$ cat src/rtl/sdram_arb_pkg.sv
// Shared types and helpers for the SDRAM command-port arbiter.
package sdram_arb_pkg;

  typedef enum logic [0:0] {IDLE, OWN} arb_state_t;

  localparam int ARB_N  = 3;
  localparam int TAG_W  = $clog2(ARB_N);
  localparam int RR_MAX = 16;

  // First requesting index strictly after ptr, wrapping modulo n; ptr if none.
  function automatic int rr_pick(input logic [RR_MAX-1:0] req, input int ptr, input int n);
    int pick;
    int idx;
    logic found;
    pick  = ptr;
    found = 1'b0;
    for (int k = 1; k <= n; k++) begin
      idx = ptr + k;
      if (idx >= n) idx = idx - n;
      if (!found && req[idx]) begin
        pick  = idx;
        found = 1'b1;
      end
    end
    return pick;
  endfunction

endpackage

$ cat src/rtl/arb_tag_fifo.sv
// Owner-tag FIFO: remembers which requester issued each outstanding read.
module arb_tag_fifo #(
  parameter int WIDTH = 2,
  parameter int DEPTH = 8
) (
  input  logic             clk,
  input  logic             rst_n,
  input  logic             push,
  input  logic [WIDTH-1:0] push_data,
  input  logic             pop,
  output logic [WIDTH-1:0] pop_data,
  output logic             full,
  output logic             empty
);

  localparam int PTR_W = $clog2(DEPTH);

  logic [WIDTH-1:0] mem [DEPTH];
  logic [PTR_W-1:0] wr_ptr;
  logic [PTR_W-1:0] rd_ptr;
  logic [PTR_W:0]   count;
  logic             do_push;
  logic             do_pop;

  // A pop in the same cycle frees the slot, so a push is allowed even when full.
  assign do_pop  = pop & ~empty;
  assign do_push = push & (~full | do_pop);

  assign full     = (count == (PTR_W+1)'(DEPTH));
  assign empty    = (count == '0);
  assign pop_data = mem[rd_ptr];

  always_ff @(posedge clk or negedge rst_n) begin
    if (!rst_n) begin
      wr_ptr <= '0;
      rd_ptr <= '0;
      count  <= '0;
    end else begin
      if (do_push) wr_ptr <= wr_ptr + 1'b1;
      if (do_pop)  rd_ptr <= rd_ptr + 1'b1;
      case ({do_push, do_pop})
        2'b10:   count <= count + 1'b1;
        2'b01:   count <= count - 1'b1;
        default: count <= count;
      endcase
    end
  end

  always_ff @(posedge clk) begin
    if (do_push) mem[wr_ptr] <= push_data;
  end

endmodule

$ cat src/rtl/sdram_port_arbiter.sv
// Round-robin, burst-bounded owner of the SDRAM controller command port.
// Optional ARB_URGENT_EN: camera (requester 0) gets strict priority and cuts other bursts short.
module sdram_port_arbiter
  import sdram_arb_pkg::*;
#(
  parameter int N         = ARB_N,
  parameter int ADDR_W    = 23,
  parameter int DATA_W    = 16,
  parameter int MAX_BURST = 64,
  parameter int TAG_DEPTH = 8
) (
  input  logic                clk,
  input  logic                rst_n,
  input  logic [N-1:0]        iReq,
  input  logic [N-1:0]        iRd,
  input  logic [N-1:0]        iWr,
  input  logic [N*ADDR_W-1:0] iAddr,
  input  logic [N*DATA_W-1:0] iWdata,
  output logic [N-1:0]        oGnt,
  output logic [N-1:0]        oWait,
  output logic [DATA_W-1:0]   oRdata,
  output logic [N-1:0]        oRdValid,
  output logic                oSdramRd,
  output logic                oSdramWr,
  output logic [ADDR_W-1:0]   oSdramAddr,
  output logic [DATA_W-1:0]   oSdramWdata,
  input  logic                iSdramWait,
  input  logic [DATA_W-1:0]   iSdramRdata,
  input  logic                iSdramRdValid,
  output logic                oTagErr
);

  localparam int CNT_W = $clog2(MAX_BURST + 1);

  arb_state_t       state;
  arb_state_t       state_nxt;
  logic [TAG_W-1:0] ptr;
  logic [TAG_W-1:0] ptr_nxt;
  logic [TAG_W-1:0] sel;
  logic [CNT_W-1:0] burst_cnt;
  logic [CNT_W-1:0] cnt_nxt;
  logic [CNT_W-1:0] cnt_inc;
  logic [N-1:0]     gnt;
  logic [N-1:0]     gnt_nxt;

  logic             sdram_rd;
  logic             sdram_wr;
  logic             accepted;
  logic             release_own;
  logic             urgent_cut;

  logic             tag_full;
  logic             fifo_full;
  logic             fifo_empty;
  logic [TAG_W-1:0] tag_out;

  logic [N-1:0]      rd_valid;
  logic [DATA_W-1:0] rdata;
  logic              tag_err;

  assign oGnt        = gnt;
  assign oSdramRd    = sdram_rd;
  assign oSdramWr    = sdram_wr;
  assign oRdValid    = rd_valid;
  assign oRdata      = rdata;
  assign oTagErr     = tag_err;

  // A returning beat in this cycle frees a slot, so it does not count as full.
  assign tag_full = fifo_full & ~iSdramRdValid;
  assign accepted = (sdram_rd | sdram_wr) & ~iSdramWait;
  assign cnt_inc  = burst_cnt + 1'b1;

`ifdef ARB_URGENT_EN
  localparam logic [N-1:0] CAM_MASK = N'(1);
  assign sel        = iReq[0] ? '0
                    : TAG_W'(rr_pick(RR_MAX'(iReq & ~CAM_MASK), int'(ptr), N));
  assign urgent_cut = accepted & iReq[0] & (ptr != '0);
`else
  assign sel        = TAG_W'(rr_pick(RR_MAX'(iReq), int'(ptr), N));
  assign urgent_cut = 1'b0;
`endif

  assign release_own = (~iReq[ptr] & ~accepted)
                     | (accepted & (cnt_inc == CNT_W'(MAX_BURST)))
                     | urgent_cut;

  always_ff @(posedge clk or negedge rst_n) begin
    if (!rst_n) begin
      state     <= IDLE;
      ptr       <= TAG_W'(N - 1);
      burst_cnt <= '0;
      gnt       <= '0;
    end else begin
      state     <= state_nxt;
      ptr       <= ptr_nxt;
      burst_cnt <= cnt_nxt;
      gnt       <= gnt_nxt;
    end
  end

  always_comb begin
    state_nxt = state;
    ptr_nxt   = ptr;
    cnt_nxt   = burst_cnt;
    gnt_nxt   = gnt;
    case (state)
      IDLE: begin
        if (|iReq) begin
          state_nxt    = OWN;
          ptr_nxt      = sel;
          cnt_nxt      = '0;
          gnt_nxt      = '0;
          gnt_nxt[sel] = 1'b1;
        end
      end
      OWN: begin
        if (accepted) cnt_nxt = cnt_inc;
        if (release_own) begin
          state_nxt = IDLE;
          gnt_nxt   = '0;
        end
      end
      default: state_nxt = IDLE;
    endcase
  end

  // With read and write both raised the write goes out and the owner is told to wait.
  always_comb begin
    sdram_rd    = 1'b0;
    sdram_wr    = 1'b0;
    oSdramAddr  = '0;
    oSdramWdata = '0;
    if (state == OWN) begin
      sdram_wr    = iWr[ptr];
      sdram_rd    = iRd[ptr] & ~iWr[ptr] & ~tag_full;
      oSdramAddr  = iAddr[ptr*ADDR_W +: ADDR_W];
      oSdramWdata = iWdata[ptr*DATA_W +: DATA_W];
    end
    for (int i = 0; i < N; i++) begin
      oWait[i] = ~gnt[i] | iSdramWait | (iRd[i] & tag_full) | (gnt[i] & iRd[i] & iWr[i]);
    end
  end

  arb_tag_fifo #(
    .WIDTH (TAG_W),
    .DEPTH (TAG_DEPTH)
  ) u_tag_fifo (
    .clk       (clk),
    .rst_n     (rst_n),
    .push      (sdram_rd & ~iSdramWait),
    .push_data (ptr),
    .pop       (iSdramRdValid),
    .pop_data  (tag_out),
    .full      (fifo_full),
    .empty     (fifo_empty)
  );

  // A beat with no outstanding tag has no destination: flag it and drop it.
  always_ff @(posedge clk or negedge rst_n) begin
    if (!rst_n) begin
      rd_valid <= '0;
      rdata    <= '0;
      tag_err  <= 1'b0;
    end else begin
      rd_valid <= '0;
      if (iSdramRdValid) begin
        if (fifo_empty) begin
          tag_err <= 1'b1;
        end else begin
          rd_valid[tag_out] <= 1'b1;
          rdata             <= iSdramRdata;
        end
      end
    end
  end

endmodule

$ cat config.mk
export PLATFORM = sky130hd
export DESIGN_NAME = sdram_port_arbiter
export DESIGN_NICKNAME = d
export VERILOG_FILES = /design/src/rtl/sdram_arb_pkg.sv /design/src/rtl/arb_tag_fifo.sv /design/src/rtl/sdram_port_arbiter.sv
export SDC_FILE = /design/constraint.sdc
export NUM_CORES = 1
export LEC_CHECK = 0
export CAP_MARGIN = 20
export CORE_MARGIN = 8
export CORE_UTILIZATION = 40
export CTS_CLUSTER_DIAMETER = 150
export DETAILED_ROUTE_END_ITERATION = 10
export GPL_TIMING_DRIVEN = 0
export MAX_ROUTING_LAYER = met4
export PLACE_DENSITY = 0.81
export SLEW_MARGIN = 20
export SYNTH_ARGS = -nofsm -noshare
export SYNTH_HDL_FRONTEND = slang
export SYNTH_SLANG_ARGS = --single-unit
export TNS_END_PERCENT = 100
$ cat constraint.sdc
create_clock -name clk -period 4.7 [get_ports clk]
set_input_delay 0.94 -clock clk [delete_from_list [all_inputs] [get_ports clk]]
set_output_delay 0.94 -clock clk [all_outputs]
set_load 0.01 [all_outputs]
==> impl_metrics.toml <==
[placed_design]
gp_congestion = 0.922
dpl_worst_slack_ns = 0.756
port_buffers = 212
dp_hpwl_um = 12400

[route]
vias_per_cell = 5.24
routed_wl_um = 15100
wl_met3_um = 1170
highest-signal-layer = "met4"
via_count = 4508
drc = 0
met1_length_um = 5470
wl_met2_um = 8140
ant_nets = 0
first_iter_violations = 307
wire_per_inst_um = 17.5
first_pass_iters = 5

[cells_and_area]
post-route-util_pct = 65.9
syn2layout_area_growth_pct = 61.6
layout_commonest_cell = "clkdlybuf4s50_1"
final_cell_mix = "211 x clkdlybuf4s50_1, 94 x nor2_1, 71 x nand2_1"
nets = 877
drive_gt1_share_pct = 5.39

[cts]
cts_resized = 0
clockRootBuffer = "clkbuf_8"
clockBufferDepth = 2
htree_levels = 3
cts_hold_buf = 0
clock_sinks = 59
clk_pin_slew_ns = 0.08
clkLatencyLatePin_ns = 0.34
tritoncts = "done"
cts-buffers-inserted = 9
postCtsSetupBuffers = 0

[power]
ir_drop_mv = 0.233
p_int_uw = 2140
powerDensity_nw_per_um2 = 555
p_switching_uw = 1580
pwr-share-seq_pct = 21.6
finalPower_uw = 3720
p_clk_share_pct = 15.4
power_frac_comb_pct = 63.0
p_leak_uw = 0.00278
switching_share_pct = 42.4

[sta]
final-setup-viol-count = 0
setup_slack_ns = 0.568
period_share_pct = 87.9
finalMaxSlewViolations = 0
fmax_ghz = 0.242
worst_clock_skew_ns = 0.0138
relSlewSlack_pct = 50.8
tightestPinTransition_ns = 0.738
hold_viol = 0
finalSetupTns_ns = 0
rsz0062_at_grt = "no"
fin_crit_ns = 4.13

[logic_synthesis]
async_flop_share_pct = 72.9
ys_warn_count = 0
avgSynthCellArea_um2 = 8.40
synthCells = 494
ys_types = 59
synth_edf_count = 16
synth_top_area_share_pct = 25.3
syn-num-nets = 653
synth_top_flop_cell = "dfrtp_1"
synth_area_leaders = "dfrtp_1 25%, mux2i_1 12%, edfxtp_1 12%"
ys_ff_latch = 59
ys_seq_area_share_pct = 37.5
syn-cell-area_um2 = 4150
synth_largest_area_cell = "dfrtp_1"

[grt]
grt_pass1_wl_um = 23700
first_global_vias = 4694
antenna_found_initial = 1
grtUsageTotal_pct = 21.7
grt_max_degree = 34
gr-total-overflow = 0

[setup_path]
startpoint_type = "flip-flop"
required_ns = 3.76
crit_path_max_fanout = 11
crit_type = "reg -> out"
cp-end-kind = "primary output"
critPathArrivalTime_ns = 3.19

[floorplanning]
coreArea_um2 = 10200
ios = 213
die_area_um2 = 13900
die_y_um = 118
rows = 37
die_w_um = 118
initial_utilization_pct = 40.7

[job]
drv_cap = 0

[min_path]
hp-class = "in -> async"

[run_status]
status = "finished, final reports clean"
[through the flow]
stage	hold slack (ns)	cell area, um2	std cells
after floorplan	0.457	4150	494
after global placement	0.458	6440	842
after detailed placement	0.461	6460	843
after CTS	0.448	6710	859
after global routing	0.457	6710	860
final	0.459	6710	860
[critical path: stages, from the launching register on]
cell and delay (ns):
dfrtp_1 0.55, buf_2 0.28, nor2b_1 0.16, clkbuf_1 0.23
clkbuf_1 0.35, clkbuf_1 0.41, a21oi_1 0.17, nor2_1 0.12
clkdlybuf4s50_1 0.57
[routing by layer]
layer  global-route usage [%]  up-vias
li1                         -     2173
met1                     21.2     2108
met2                     40.1      201
met3                     6.81       26
met4                     7.05        0
met5                        -        -
[state kept, by name, indices dropped and copies added, names as in the netlist]
signal	cells
burst_cnt	7
oGnt	3
oRdValid	3
oRdata	16
oTagErr	1
ptr	2
state	1
u_tag_fifo.count	4
u_tag_fifo.mem	16
u_tag_fifo.rd_ptr	3
u_tag_fifo.wr_ptr	3
[logic make-up (layout without fill, tap and decap cells)]
family,after synthesis,in the layout,synth area share (%)
mux,55,55,14.5
compound gates,89,89,13.2
flops,59,59,37.5
xor+xnor,11,11,2.32
buf+inv,40,269,3.95
fa+ha+maj,13,13,3.92
simple gates,227,227,24.5
other cells,0,1,0
[Yosys cell counts, types with 5 or more instances]
| master | n |
|---|---|
| edfxtp_1 | 16 |
| nor3_1 | 6 |
| clkbuf_1 | 22 |
| xnor2_1 | 6 |
| o21ai_0 | 12 |
| a21oi_1 | 47 |
| mux2i_1 | 49 |
| nand3_1 | 12 |
| nand2b_1 | 8 |
| buf_1 | 5 |
| ha_1 | 13 |
| inv_1 | 5 |
| buf_2 | 5 |
| nand3b_1 | 5 |
| nand2_1 | 71 |
| xor2_1 | 5 |
| dfrtp_1 | 42 |
| nor2_1 | 94 |
| nand4_1 | 5 |
| a21o_1 | 6 |
[final cells by class]
type	count	area, um2
timing repair buffer	213	2140
clock inverter	7	124
buffer	33	138
antenna	1	2.50
sequential	59	1560
inverter	7	26.3
tap	136	170
multi-input combinational	395	2430
fill	822	3480
clock buffer	9	124
[final timing paths]
path,slack (ns),depth (start not counted),to,startpoint
worst max-delay path,0.57,8,oSdramAddr[15],ptr[0]
worst min-delay path,0.46,1,oRdata[2],rst_n
worst max register to register,0.72,11,oGnt[0],ptr[1]
worst min register to register,0.48,2,oRdata[8],oRdata[8]
max in group asynchronous,3.72,2,ptr[1],rst_n
min in group clk,0.48,2,oRdata[8],oRdata[8]
[power by group through the flow]
stage               clock (uW)  combinational (uW)  sequential, uW
floorplan                    0                1350             807
global placement             0                2270             804
detailed placement           0                2340             814
CTS                        579                2360             805
global route               605                2560             824
finish                     572                2340             805
No activity file was read; power rests on OpenSTA's default activity.
